`src/rtl/tone_seq_pkg.sv`:
```
// Shared types and helpers for the tone sequencer: FSM state, width helpers, divider calculator.
package tone_seq_pkg;

   localparam int unsigned CLK_HZ = 12_000_000;

   typedef enum logic {
      IDLE,
      PLAY
   } seq_state_t;

   // Index widths never collapse to zero so single-entry configurations still have a port bit.
   function automatic int unsigned addr_w(input int unsigned depth);
      return (depth > 1) ? $clog2(depth) : 1;
   endfunction

   function automatic int unsigned ch_w(input int unsigned num_ch);
      return (num_ch > 1) ? $clog2(num_ch) : 1;
   endfunction

   function automatic int unsigned div_for_hz(input int unsigned hz);
      if (hz == 0) return 0;
      return CLK_HZ / (2 * hz) - 1;
   endfunction

endpackage

```
`src/rtl/key_debounce.sv`:
```
// Key debouncer: 2-flop synchroniser, saturating low/high counters, one press pulse per debounced press.
module key_debounce #(
   parameter int unsigned DEB_TICKS = 120000
) (
   input  logic clk12MHz,
   input  logic rst,
   input  logic key_n,
   output logic press
);

   localparam int unsigned   CW      = $clog2(DEB_TICKS + 1);
   localparam logic [CW-1:0] DEB_MAX = CW'(DEB_TICKS);

   logic [1:0]    sync_q;
   logic [CW-1:0] low_cnt;
   logic [CW-1:0] high_cnt;
   logic          armed;

   // armed drops on a press and returns only after a fully debounced release.
   always_ff @(posedge clk12MHz) begin
      if (rst) begin
         sync_q   <= '1;
         low_cnt  <= '0;
         high_cnt <= '0;
         armed    <= 1'b1;
         press    <= 1'b0;
      end else begin
         sync_q <= {sync_q[0], key_n};
         press  <= 1'b0;
         if (!sync_q[1]) begin
            high_cnt <= '0;
            if (low_cnt != DEB_MAX) begin
               low_cnt <= low_cnt + CW'(1);
               if ((low_cnt == DEB_MAX - CW'(1)) && armed) begin
                  press <= 1'b1;
                  armed <= 1'b0;
               end
            end
         end else begin
            low_cnt <= '0;
            if (high_cnt != DEB_MAX) begin
               high_cnt <= high_cnt + CW'(1);
               if (high_cnt == DEB_MAX - CW'(1)) armed <= 1'b1;
            end
         end
      end
   end

endmodule

```
`src/rtl/tone_sequencer.sv`:
```
// Multi-channel square-wave tone sequencer with writable step table and debounced start/stop key.
// Define TONE_SEQ_LOOP_EN to wrap playback after the last step instead of stopping.
module tone_sequencer
   import tone_seq_pkg::*;
#(
   parameter  int unsigned NUM_CH     = 2,
   parameter  int unsigned DIV_W      = 16,
   parameter  int unsigned SEQ_DEPTH  = 16,
   parameter  int unsigned STEP_TICKS = 3000000,
   parameter  int unsigned DEB_TICKS  = 120000,
   localparam int unsigned ADDR_W     = addr_w(SEQ_DEPTH),
   localparam int unsigned CH_W       = ch_w(NUM_CH)
) (
   input  logic              clk12MHz,
   input  logic              rst,
   input  logic              key_n,
   input  logic              wr_en,
   input  logic [CH_W-1:0]   wr_ch,
   input  logic [ADDR_W-1:0] wr_addr,
   input  logic [DIV_W-1:0]  wr_div,
   input  logic [ADDR_W:0]   seq_len,
   output logic [NUM_CH-1:0] note,
   output logic              mix,
   output logic              p,
   output logic              n,
   output logic              playing,
   output logic [ADDR_W-1:0] step
);

   localparam int unsigned   TW        = $clog2(STEP_TICKS + 1);
   localparam logic [TW-1:0] STEP_LAST = TW'(STEP_TICKS - 1);
`ifdef TONE_SEQ_LOOP_EN
   localparam bit LOOP = 1'b1;
`else
   localparam bit LOOP = 1'b0;
`endif

   logic              press;
   seq_state_t        state;
   logic [TW-1:0]     timer;
   logic              len_ok;
   logic              at_end;
   logic              last_step;
   logic              start;
   logic              stop;
   logic              advance;
   logic              load;
   logic [ADDR_W-1:0] load_idx;
   logic              wr_ok;

   logic [DIV_W-1:0] tbl [SEQ_DEPTH][NUM_CH];

   key_debounce #(
      .DEB_TICKS(DEB_TICKS)
   ) u_key_debounce (
      .clk12MHz(clk12MHz),
      .rst     (rst),
      .key_n   (key_n),
      .press   (press)
   );

   if (NUM_CH == (1 << CH_W)) begin : g_wr_full
      always_comb wr_ok = 1'b1;
   end else begin : g_wr_part
      always_comb wr_ok = (int'(wr_ch) < int'(NUM_CH));
   end

   always_ff @(posedge clk12MHz) begin
      if (wr_en && wr_ok) tbl[wr_addr][wr_ch] <= wr_div;
   end

   always_comb begin
      len_ok    = (seq_len != '0) && (seq_len <= (ADDR_W+1)'(SEQ_DEPTH));
      at_end    = (state == PLAY) && (timer == STEP_LAST);
      last_step = ({1'b0, step} + (ADDR_W+1)'(1)) >= seq_len;
      start     = (state == IDLE) && press && len_ok;
      stop      = (state == PLAY) && (press || (at_end && last_step && !LOOP));
      advance   = at_end && !press && !(last_step && !LOOP);
      load      = start || advance;
      load_idx  = (start || last_step) ? '0 : step + ADDR_W'(1);
   end

   always_ff @(posedge clk12MHz) begin
      if (rst) begin
         state   <= IDLE;
         playing <= 1'b0;
         step    <= '0;
         timer   <= '0;
      end else begin
         unique case (state)
            IDLE: begin
               if (start) begin
                  state   <= PLAY;
                  playing <= 1'b1;
                  step    <= '0;
                  timer   <= '0;
               end
            end
            PLAY: begin
               if (stop) begin
                  state   <= IDLE;
                  playing <= 1'b0;
                  step    <= '0;
                  timer   <= '0;
               end else if (advance) begin
                  step  <= load_idx;
                  timer <= '0;
               end else begin
                  timer <= timer + TW'(1);
               end
            end
            default: begin
               state   <= IDLE;
               playing <= 1'b0;
               step    <= '0;
               timer   <= '0;
            end
         endcase
      end
   end

   // Active divider is latched at load, so table writes never disturb the tone in progress.
   for (genvar c = 0; c < NUM_CH; c++) begin : g_ch
      logic [DIV_W-1:0] div_q;
      logic [DIV_W-1:0] cnt_q;
      logic             note_q;

      always_ff @(posedge clk12MHz) begin
         if (rst || stop) begin
            div_q  <= '0;
            cnt_q  <= '0;
            note_q <= 1'b0;
         end else if (load) begin
            div_q  <= tbl[load_idx][c];
            cnt_q  <= tbl[load_idx][c];
            note_q <= 1'b0;
         end else if ((state == PLAY) && (div_q != '0)) begin
            if (cnt_q == '0) begin
               note_q <= ~note_q;
               cnt_q  <= div_q;
            end else begin
               cnt_q <= cnt_q - DIV_W'(1);
            end
         end
      end

      assign note[c] = note_q;
   end

   always_comb begin
      mix = ^note;
      p   = playing & mix;
      n   = playing & ~mix;
   end

endmodule

```
`config.mk`:
```
export PLATFORM = sky130hd
export DESIGN_NAME = tone_sequencer
export DESIGN_NICKNAME = d
export VERILOG_FILES = /design/src/rtl/tone_seq_pkg.sv /design/src/rtl/key_debounce.sv /design/src/rtl/tone_sequencer.sv
export SDC_FILE = /design/constraint.sdc
export NUM_CORES = 1
export LEC_CHECK = 0
export BUFFER_PORTS_ARGS = -buffer_cell sky130_fd_sc_hd__buf_4
export CORE_UTILIZATION = 55
export CTS_CLUSTER_SIZE = 16
export DETAILED_ROUTE_END_ITERATION = 16
export GPL_ROUTABILITY_DRIVEN = 1
export GPL_TIMING_DRIVEN = 0
export HOLD_SLACK_MARGIN = 0.15
export PLACE_DENSITY = 0.74
export SETUP_SLACK_MARGIN = 0.5
export SYNTH_ARGS = -nofsm -noshare
export SYNTH_HDL_FRONTEND = slang
export SYNTH_HIERARCHICAL = 1
export SYNTH_SLANG_ARGS = --single-unit
```
`constraint.sdc`:
```
create_clock -name clk12MHz -period 3.5 [get_ports clk12MHz]
set_clock_uncertainty 0.15 [all_clocks]
set_input_delay 0.7 -clock clk12MHz [delete_from_list [all_inputs] [get_ports clk12MHz]]
set_output_delay 0.7 -clock clk12MHz [all_outputs]
set_load 0.1 [all_outputs]
```
Yosys cells after proc, flatten, opt, wreduce, memory -nomap -nowiden. Memory sizes are Yosys's and may differ from the RTL's. Index checks and enable logic that the tools add are counted.

Register bits: 132. Bits in writable memories: 512. Logic and storage cells: 114. Memories kept: 1.

Add/subtract/negate cells: 7. $lt $le $gt $ge: 4. Equal/unequal tests: 10. Muxes and demuxes: 31. Bitwise gates (word level): 9. Reductions and logical operators: 37.

Memories: tbl (depth 16, width 32, rd ports 1, clocked after Yosys merged registers in 0, write ports 1, line tone_sequencer.sv:51) `logic [DIV_W-1:0] tbl [SEQ_DEPTH][NUM_CH];`.

Operators by type and width (count): $mux W16 (7); $mux W22 (3); $pmux W22 S2 (1); $add A17 B1 Y17 const B (2); $eq A17 B17 Y1 const B (2); $ne A17 B17 Y1 const B (2); $logic_not A16 Y1 (2); $mux W32 (1); $reduce_bool A16 Y1 (2); $sub A16 B1 Y16 const B (2); $add A22 B1 Y22 const B (1); $eq A22 B22 Y1 const B (1); $demux W16 S1 (1); $mux W4 (4); $logic_and A1 B1 Y1 (12); $mux W1 (11); $pmux W4 S2 (1); $reduce_and A2 Y1 (4); $reduce_bool A2 Y1 (4); $ne A2 B2 Y1 const B (3); $not A1 Y1 (6); $reduce_or A2 Y1 (3); $add A4 B1 Y5 const B (1); $ge A5 B5 Y1 (1); other kinds (15) (21).

Longest topological paths before layout. Gate-level depths: netlist of the first run.

Word-level depth: 8. Gate-level depth with buffers: 17.

By module. The synthesis of the first run kept the hierarchy.

Modules (own cells, without submodules): tone_sequencer (instances 1, cells each 1781, area each 25167.9 µm²); key_debounce (instances 1, cells each 199, area each 1751.7 µm²).

Worst setup path before layout of the first run. No wires, ideal clock.

Kind: reg-to-reg. Start: register step[1]. End: register g_ch[1].cnt_q[14]. Arrival time: 4.114 ns. Data required time: 3.218 ns. Path slack: -0.895 ns. Cell stages (with the launch flop): 16. Path buffers: 4. Path through: dfxtp_1 -> ha_1 -> xnor2_1 -> inv_1 -> buf_2 -> buf_2 -> buf_2 -> ha_1 -> a21o_1 -> a31oi_1 -> o21ai_2 -> clkbuf_1 -> nor3_1 -> o211ai_1 -> o211ai_1 -> o211ai_1.

Longest elaborated chain between the ends: 6. Elaborated cells on any way between the ends: 15. Classes of those cells: 2 x add/sub; 1 x order compare; 2 x mux; 9 x reduce/logical; 1 x memory.

Ends and longest elaborated chain: start, declared (line tone_sequencer.sv:27) `output logic [ADDR_W-1:0] step`; start signal, assigned (line tone_sequencer.sv:106) `step <= load_idx;`; $add A4 B1 Y5 (line tone_sequencer.sv:75) `last_step = ({1'b0, step} + (ADDR_W+1)'(1)) >= seq_len;`; $ge A5 B5 Y1 (line tone_sequencer.sv:75); $logic_or A1 B1 Y1, or another cell as far along (line tone_sequencer.sv:80) `load_idx = (start || last_step) ? '0 : step + ADDR_W'(1);`; $mux W4, or another cell as far along (line tone_sequencer.sv:80); $mem_v2 Z16 W32, or another cell as far along; $mux W16, or another cell as far along (line tone_sequencer.sv:133) `end else if (load) begin`; end signal, assigned (line tone_sequencer.sv:135) `cnt_q <= tbl[load_idx][c];`; end signal, assigned (line tone_sequencer.sv:140) `cnt_q <= div_q;`; end signal, assigned (line tone_sequencer.sv:142) `cnt_q <= cnt_q - DIV_W'(1);`; end, declared (line tone_sequencer.sv:125) `logic [DIV_W-1:0] cnt_q;`.

Several ways; a longest one is shown, not always the timed one. A chain may end at the register's enable or synchronous reset.

Final worst setup path of the first run.
Start: register step[0]. End: register g_ch[1].cnt_q[2].

The elaborated chain is that of the path after synthesis.

==> run summary, run 1 <==
leakage: 11.0 nW
crit-path cells: ha_4 > buf_2 > inv_1 > nand2_1 > o21ai_1 > o21ai_0 > a2bb2oi_2 > nor3_2 > buf_4 > a211oi_1
CTS root buf: clkbuf_16
share of cells above drive strength 1: 28.3%
Seq. cell area: 18000 um^2
power per cell area: 470 nW/um^2
buffers added on ports: 39
worst-path maximum fanout: 10
R2R cell count: 10
Netlist cell types: 81
Worst EP required: 3.86 ns
Logic pwr share: 3.0%
switching power: 3.34 mW
Initial Util: 56.0%
routed wire length: 87500 um
Post-Route Setup TNS: -3.67 ns
clock power share: 44.5%
worst setup margin: -0.171 ns
Synth Area in Adders: 0.697%
Multi-input gate area: 9950 um^2
Post-DRT Antenna Nets: 0
r2r setup slk: -0.17 ns
vias in the first global route: 19200
asr flop ratio synth: 0%
Reg2Reg Capture Point: g_ch[1].cnt_q[2]$_SDFFE_PP0P_
GRT Total Usage: 34.7%
Max-Cap Viols: 0
CTS Sinks: 644
Internal: 12.6 mW
most frequent cells in the layout: edfxtp_1, dfxtp_1, nor2_1
peak supply drop: 0.491 mV
status: finished with violations
critical path endpoint: g_ch[1].cnt_q[2]$_SDFFE_PP0P_
Crit. Startpoint: step[0]$_SDFFE_PP0P_
first-pass GRT wire length: 125000 um
Syn Inst Count: 1980
Synth Area in Simple Gates: 10.2%
CP startpoint kind: register
Final Max Slew Viols: 0
kind of critical path: register to register
sequential-to-total area share from yosys stat: 66.9%
Post-Syn Area: 26900 um^2
power share of the sequential group: 52.5%
measured slew at the worst slew-check pin: 1.13 ns
Max Clock Freq: 0.272 GHz
worst skew pair latency: 0.62 ns
RSZ-0062 raised after global routing: yes
Yosys Warn Count: 6
routability cong.: 0.984
Crit path depth: 10
die area: 49800 um^2
via count: 19800
multiplexer share of the synthesized area: 7.73%
CP peak stage delay: 0.90 ns
Mapped Nets: 2025
failing checks: negative setup slack
Max-slew headroom: 24.5%
DP HPWL: 53600 um
setup violators final: 50
Hold Slack: 0.261 ns
final period utilization: 105%
ANT cells: 0
Synth Area in Compound Gates: 10.3%
global route total overflow: 0
initial antenna violation count: 0
largest net degree at the start of global routing: 33
nets: 2255
Tot Pwr: 15.9 mW
initial DRC count: 3023
CTS buffer count: 67
DRC errors left: 0
I/O pin total: 40
Hold Crit Class: register to register
flop and latch count out of synthesis: 644
Post-synth EDFFs: 512
TritonCTS clock tree: yes
final hold viol count: 0
DR vias/cell: 6.89
ys flop type: edfxtp_1
die width: 223 um
Sw Ratio: 21.0%
Fillers: 3001
Core ar.: 48000 um^2
most common cell after layout, fill and taps aside: edfxtp_1
worst path bufs/invs: 3
CTS max path bufs: 3
Reg clk slew, reported paths: 0.06 ns
Rows: 80
crit end category: register
die height: 223 um
Mean Syn Cell Area: 13.6 um^2
Tmin final: 3.67 ns
Arr. time, crit path: 4.03 ns
WL per Instance: 30.4 um
Pre-antenna DRT Iters: 6
RR Startpoint: step[0]$_SDFFE_PP0P_
Slowest-stage cell, CP: o21ai_1
H-Tree Depth: 3
P&R area growth vs syn: 25.9%
delay-heaviest family, CP: compound AO/OA/AOI/OAI gates
largest family of logic cells by synthesized area: compound AO/OA/AOI/OAI gates
post-synthesis xor/xnor area fraction: 1.65%
worst min-delay path by stage:
| stage | startpoint | to | cells past startpoint |
|---|---|---|---|
| floorplan | u_key_debounce/sync_q[0]$_SDFF_PP1_ | u_key_debounce/sync_q[1]$_SDFF_PP1_ | 1 |
| global placement | u_key_debounce/sync_q[0]$_SDFF_PP1_ | u_key_debounce/sync_q[1]$_SDFF_PP1_ | 1 |
| detailed placement | u_key_debounce/sync_q[0]$_SDFF_PP1_ | u_key_debounce/sync_q[1]$_SDFF_PP1_ | 1 |
| CTS | u_key_debounce/sync_q[0]$_SDFF_PP1_ | u_key_debounce/sync_q[1]$_SDFF_PP1_ | 1 |
| global route | u_key_debounce/sync_q[0]$_SDFF_PP1_ | u_key_debounce/sync_q[1]$_SDFF_PP1_ | 1 |
| finish | u_key_debounce/sync_q[0]$_SDFF_PP1_ | u_key_debounce/sync_q[1]$_SDFF_PP1_ | 1 |
power by group through the flow:
stage                     logic, mW  registers [mW]  clock network [mW]
after global routing          0.497            8.35                7.40
after global placement        0.325            8.51                   0
final                         0.485            8.35                7.08
after CTS                     0.445            8.35                7.11
after detailed placement      0.358            8.51                   0
after floorplan               0.133            8.50                   0
layout make-up:
| type | instances | area share [%] |
|---|---|---|
| sequential | 644 | 53.2 |
| multi-input combinational | 1189 | 29.4 |
| clock inverter | 37 | 1.01 |
| inverter | 30 | 0.332 |
| clock buffer | 83 | 5.40 |
| buffer | 117 | 2.86 |
| timing repair buffer | 161 | 5.58 |
| tap | 615 | 2.27 |
layer usage:
metal | up-vias | GRT usage [%] | wire length, um | share of wire (%)
met5 | - | 0 | 0 | 0
met2 | 1597 | 52.3 | 38600 | 44
met3 | 456 | 10.9 | 11700 | 13
met4 | 0 | 22.0 | 6700 | 7.7
met1 | 9604 | 43.9 | 30400 | 35
li1 | 8160 | - | - | -
flip-flops by register name (all words and copies together), names as in the netlist, 2 cells and up:
name	count
g_ch.note_q	2
g_ch.div_q	32
timer	22
step	4
u_key_debounce/low_cnt	17
g_ch.cnt_q	32
tbl	512
u_key_debounce/high_cnt	17
u_key_debounce/sync_q	2
cells by family (layout without fill, tap and decap cells):
group	after synthesis	after routing
multiplexers	131	131
XOR/XNOR	50	50
AND/OR/NAND/NOR	558	558
adder cells (fa/ha/maj)	15	15
AO/OA/AOI/OAI	435	435
flip-flops	644	644
buffers and inverters	147	428
worst reg2reg max path: stages, from the launching register on:
cell and delay (ns):
dfxtp_4 0.36, ha_4 0.24, buf_2 0.24, inv_1 0.39, nand2_1 0.35, o21ai_1 0.90, o21ai_0 0.31, a2bb2oi_2 0.21
nor3_2 0.07, buf_4 0.17, a211oi_1 0.20
metrics by stage:
step                instances  instance area, um^2  setup slack [ns]  utilization (%)
finish                   2876                33900            -0.171             70.6
global route             2876                33900            -0.168             70.6
CTS                      2857                33300          -0.00782             69.3
detailed placement       2664                28900            -0.891             60.2
global placement         2634                28300            -0.827             59.0
floorplan                1980                27300             0.292                -
Yosys cell counts (all sizes together), types with 15 or more instances:
| cell | instances | area, um^2 |
|---|---|---|
| a211oi | 36 | 270 |
| a21oi | 99 | 499 |
| a2bb2oi | 27 | 236 |
| a31oi | 40 | 250 |
| buf | 69 | 367 |
| clkbuf | 48 | 180 |
| dfxtp | 132 | 2640 |
| edfxtp | 512 | 15400 |
| ha | 15 | 188 |
| inv | 30 | 113 |
| mux2i | 68 | 684 |
| mux4 | 61 | 1370 |
| nand2 | 111 | 417 |
| nand3 | 69 | 358 |
| nand4 | 30 | 194 |
| nor2 | 170 | 646 |
| nor3 | 66 | 335 |
| nor4 | 23 | 159 |
| o211ai | 19 | 143 |
| o21ai | 127 | 651 |
| xnor2 | 24 | 210 |
| xor2 | 26 | 235 |
what timing repair did:
action	CTS	global route
resized for setup	284	96
endpoints found under the hold margin	1	0
endpoints found under the setup margin	94	94
pin swaps	71	53
hold buffers	1	0
buffers inserted	58	18
cloned	14	1
(Power assumes the default switching activity.)
==> run 2: changes to the inputs <==
- SYNTH_HIERARCHICAL: 1 -> default
==> run summary, run 2 <==
worst setup margin: -0.127 ns (was -0.171 ns)
Sw Ratio: 20.5% (was 21.0%)
H-Tree Depth: 3 (unchanged)
Max Clock Freq: 0.276 GHz (was 0.272 GHz)
Rows: 79 (was 80)
first-pass GRT wire length: 115000 um (was 125000 um)
I/O pin total: 40 (unchanged)
Reg clk slew, reported paths: 0.06 ns (about the same)
Final Max Slew Viols: 0 (unchanged)
buffers added on ports: 39 (unchanged)
Yosys top cell area share: 58.1% (was 57.1%)
Final Core Density: 69.4% (was 70.6%)
initial DRC count: 2742 (was 3023)
DRC errors left: 0 (unchanged)
worst skew pair latency: 0.61 ns (was 0.62 ns)
Netlist cell types: 73 (was 81)
via count: 19000 (was 19800)
Max-Cap Viols: 0 (unchanged)
status: finished with violations (unchanged)
die area: 49000 um^2 (was 49800 um^2)
Yosys Warn Count: 0 (was 6)
sequential-to-total area share from yosys stat: 68.1% (was 66.9%)
worst-path maximum fanout: 10 (unchanged)
CTS root buf: clkbuf_16 (unchanged)
global route total overflow: 0 (unchanged)
Pre-antenna DRT Iters: 11 (was 6)
failing checks: negative setup slack (unchanged)
CTS buffer count: 67 (unchanged)
Worst EP required: 3.79 ns (was 3.86 ns)
Post-DRT Antenna Nets: 0 (unchanged)
Largest Register: tbl (unchanged)
area leader, netlist: edfxtp_1 (unchanged)
die height: 221 um (was 223 um)
CP startpoint kind: register (unchanged)
Commonest cells post-synth: edfxtp_1, nand2_1, nor2_1 (was edfxtp_1, nor2_1, dfxtp_1)
Hold Crit Class: register to register (unchanged)
Core ar.: 47000 um^2 (was 48000 um^2)
die width: 221 um (was 223 um)
Initial Util: 56.3% (was 56.0%)
Mapped Nets: 2035 (was 2025)
most common cell after layout, fill and taps aside: edfxtp_1 (unchanged)
max reg flops: 512 (unchanged)
leakage: 10.8 nW (was 11.0 nW)
power per cell area: 483 nW/um^2 (was 470 nW/um^2)
DP HPWL: 49200 um (was 53600 um)
P&R area growth vs syn: 23.1% (was 25.9%)
switching power: 3.23 mW (was 3.34 mW)
flop and latch count out of synthesis: 644 (unchanged)
Hold Slack: 0.267 ns (was 0.261 ns)
kind of critical path: register to register (unchanged)
Logic pwr share: 2.7% (was 3.0%)
clock power share: 44.2% (was 44.5%)
Tmin final: 3.63 ns (was 3.67 ns)
power share of the sequential group: 53.1% (was 52.5%)
final hold viol count: 0 (unchanged)
WL per Instance: 27.9 um (was 30.4 um)
largest net degree at the start of global routing: 33 (unchanged)
Syn Inst Count: 1990 (was 1980)
measured slew at the worst slew-check pin: 1.16 ns (was 1.13 ns)
Area contributors post-synth: edfxtp_1, dfxtp_1, mux4_2, nand2_1, nor2_1 (was edfxtp_1, dfxtp_1, mux4_2, mux2i_1, nor2_1)
Largest regs: tbl: 512 flops, g_ch.cnt_q: 32 flops, g_ch.div_q: 32 flops (unchanged)
Post-synth EDFFs: 512 (unchanged)
TritonCTS clock tree: yes (unchanged)
crit end category: register (unchanged)
most frequent cells in the layout: edfxtp_1, nand2_1, dfxtp_1 (was edfxtp_1, dfxtp_1, nor2_1)
GRT Total Usage: 31.9% (was 34.7%)
peak supply drop: 0.426 mV (was 0.491 mV)
nets: 2231 (was 2255)
routability cong.: 0.912 (was 0.984)
RSZ-0062 raised after global routing: yes (unchanged)
Post-Syn Area: 26500 um^2 (was 26900 um^2)
vias in the first global route: 18300 (was 19200)
CTS Sinks: 644 (unchanged)
asr flop ratio synth: 0% (unchanged)
setup violators final: 31 (was 50)
initial antenna violation count: 1 (was 0)
Internal: 12.5 mW (was 12.6 mW)
ys flop type: edfxtp_1 (unchanged)
final period utilization: 104% (was 105%)
share of cells above drive strength 1: 24.1% (was 28.3%)
Mean Syn Cell Area: 13.3 um^2 (was 13.6 um^2)
DR vias/cell: 6.70 (was 6.89)
routed wire length: 79400 um (was 87500 um)
Arr. time, crit path: 3.92 ns (was 4.03 ns)
placed instance area: 28600 um^2 (was 28900 um^2)
CTS max path bufs: 3 (unchanged)
final instance area: 32600 um^2 (was 33900 um^2)
most common cell in the synthesized netlist: edfxtp_1 (unchanged)
Max-slew headroom: 22.6% (was 24.5%)
[run 2: cell types whose count changed in the layout (fill, tap and decap cells not counted), moves of 12 or more]
cell	delta
buf_2	-20
nand4_1	-16
buf_4	-12
a21oi_1	+25
mux2i_1	-33
nand2_1	+97
clkbuf_2	+13
buf_6	-28
nor3_2	-17
clkbuf_1	+19
[run 2: kinds of logic (layout without fill, tap and decap cells)]
kind of cell    count (synthesis)  after routing  synth area share [%]
flops                         644            644                  68.1
simple gates                  592            592                  10.4
compound gates                444            444                  10.5
buf+inv                       140            384                  2.12
mux                           100            100                  6.32
xor+xnor                       55             55                  1.82
fa+ha+maj                      15             15                 0.709
other cells                     0              1                     0
[run 2: layout make-up]
| class | instances | area (um^2) |
|---|---|---|
| Timing Repair Buffer | 127 | 1460 |
| Multi-Input combinational cell | 1206 | 9260 |
| Tap cell | 607 | 759 |
| Fill cell | 2966 | 14400 |
| Buffer | 116 | 860 |
| Clock buffer | 86 | 1820 |
| Inverter | 24 | 92.6 |
| Sequential cell | 644 | 18000 |
| Antenna cell | 1 | 2.50 |
| Clock inverter | 31 | 275 |
[run 2: final timing paths]
path	from	end	slack, ns	depth (start not counted)
min	u_key_debounce.sync_q[0]$_SDFF_PP1_	u_key_debounce.sync_q[1]$_SDFF_PP1_	0.27	1
min reg2reg	u_key_debounce.sync_q[0]$_SDFF_PP1_	u_key_debounce.sync_q[1]$_SDFF_PP1_	0.27	1
max reg2reg	step[0]$_SDFFE_PP0P_	g_ch[0].cnt_q[14]$_SDFFE_PP0P_	-0.13	17
max	step[0]$_SDFFE_PP0P_	g_ch[0].cnt_q[14]$_SDFFE_PP0P_	-0.13	17
[run 2: repair_timing]
item,CTS,global route
gates resized for setup,211,75
hold buffers,1,0
pin swaps,74,51
endpoints found under the setup margin,69,74
buffers inserted,47,7
gates cloned,2,3
endpoints found under the hold margin,1,0
[run 2: stage by stage]
step                total power, mW  TNS [ns]  worst slack [ns]  std cells
global route                   16.1     -2.86            -0.142       2841
finish                         15.7     -1.40            -0.127       2842
global placement               8.82    -28.33            -0.760       2636
detailed placement             8.85    -33.68            -0.817       2664
floorplan                      8.64         0             0.288       1990
CTS                            15.7   -0.0622           -0.0303       2831
[run 2: power groups by stage]
stage               logic (mW)  registers [mW]  clock network (mW)
detailed placement       0.344            8.51                   0
floorplan                0.134            8.50                   0
CTS                      0.396            8.35                6.99
finish                   0.430            8.35                6.94
global route             0.449            8.35                7.27
global placement         0.313            8.51                   0
[run 2: routing by layer]
layer	vias up	track usage [%]	share of wire, %
li1	7996	-	-
met1	9263	41.9	37
met2	1454	48.8	45
met3	319	8.64	12
met4	0	16.5	5.9
met5	-	0	0
[run 2: worst max-delay path, stage by stage (launching register included)]
cell,delay [ns]
dfxtp_4,0.36
ha_4,0.18
xnor2_4,0.26
inv_4,0.07
clkbuf_16,0.15
clkbuf_16,0.15
ha_4,0.22
a21oi_4,0.16
o21ai_4,0.10
a211o_4,0.40
buf_8,0.16
buf_12,0.14
buf_8,0.15
o41ai_2,0.27
nand3_1,0.19
o211ai_1,0.12
buf_4,0.18
o21ai_1,0.07
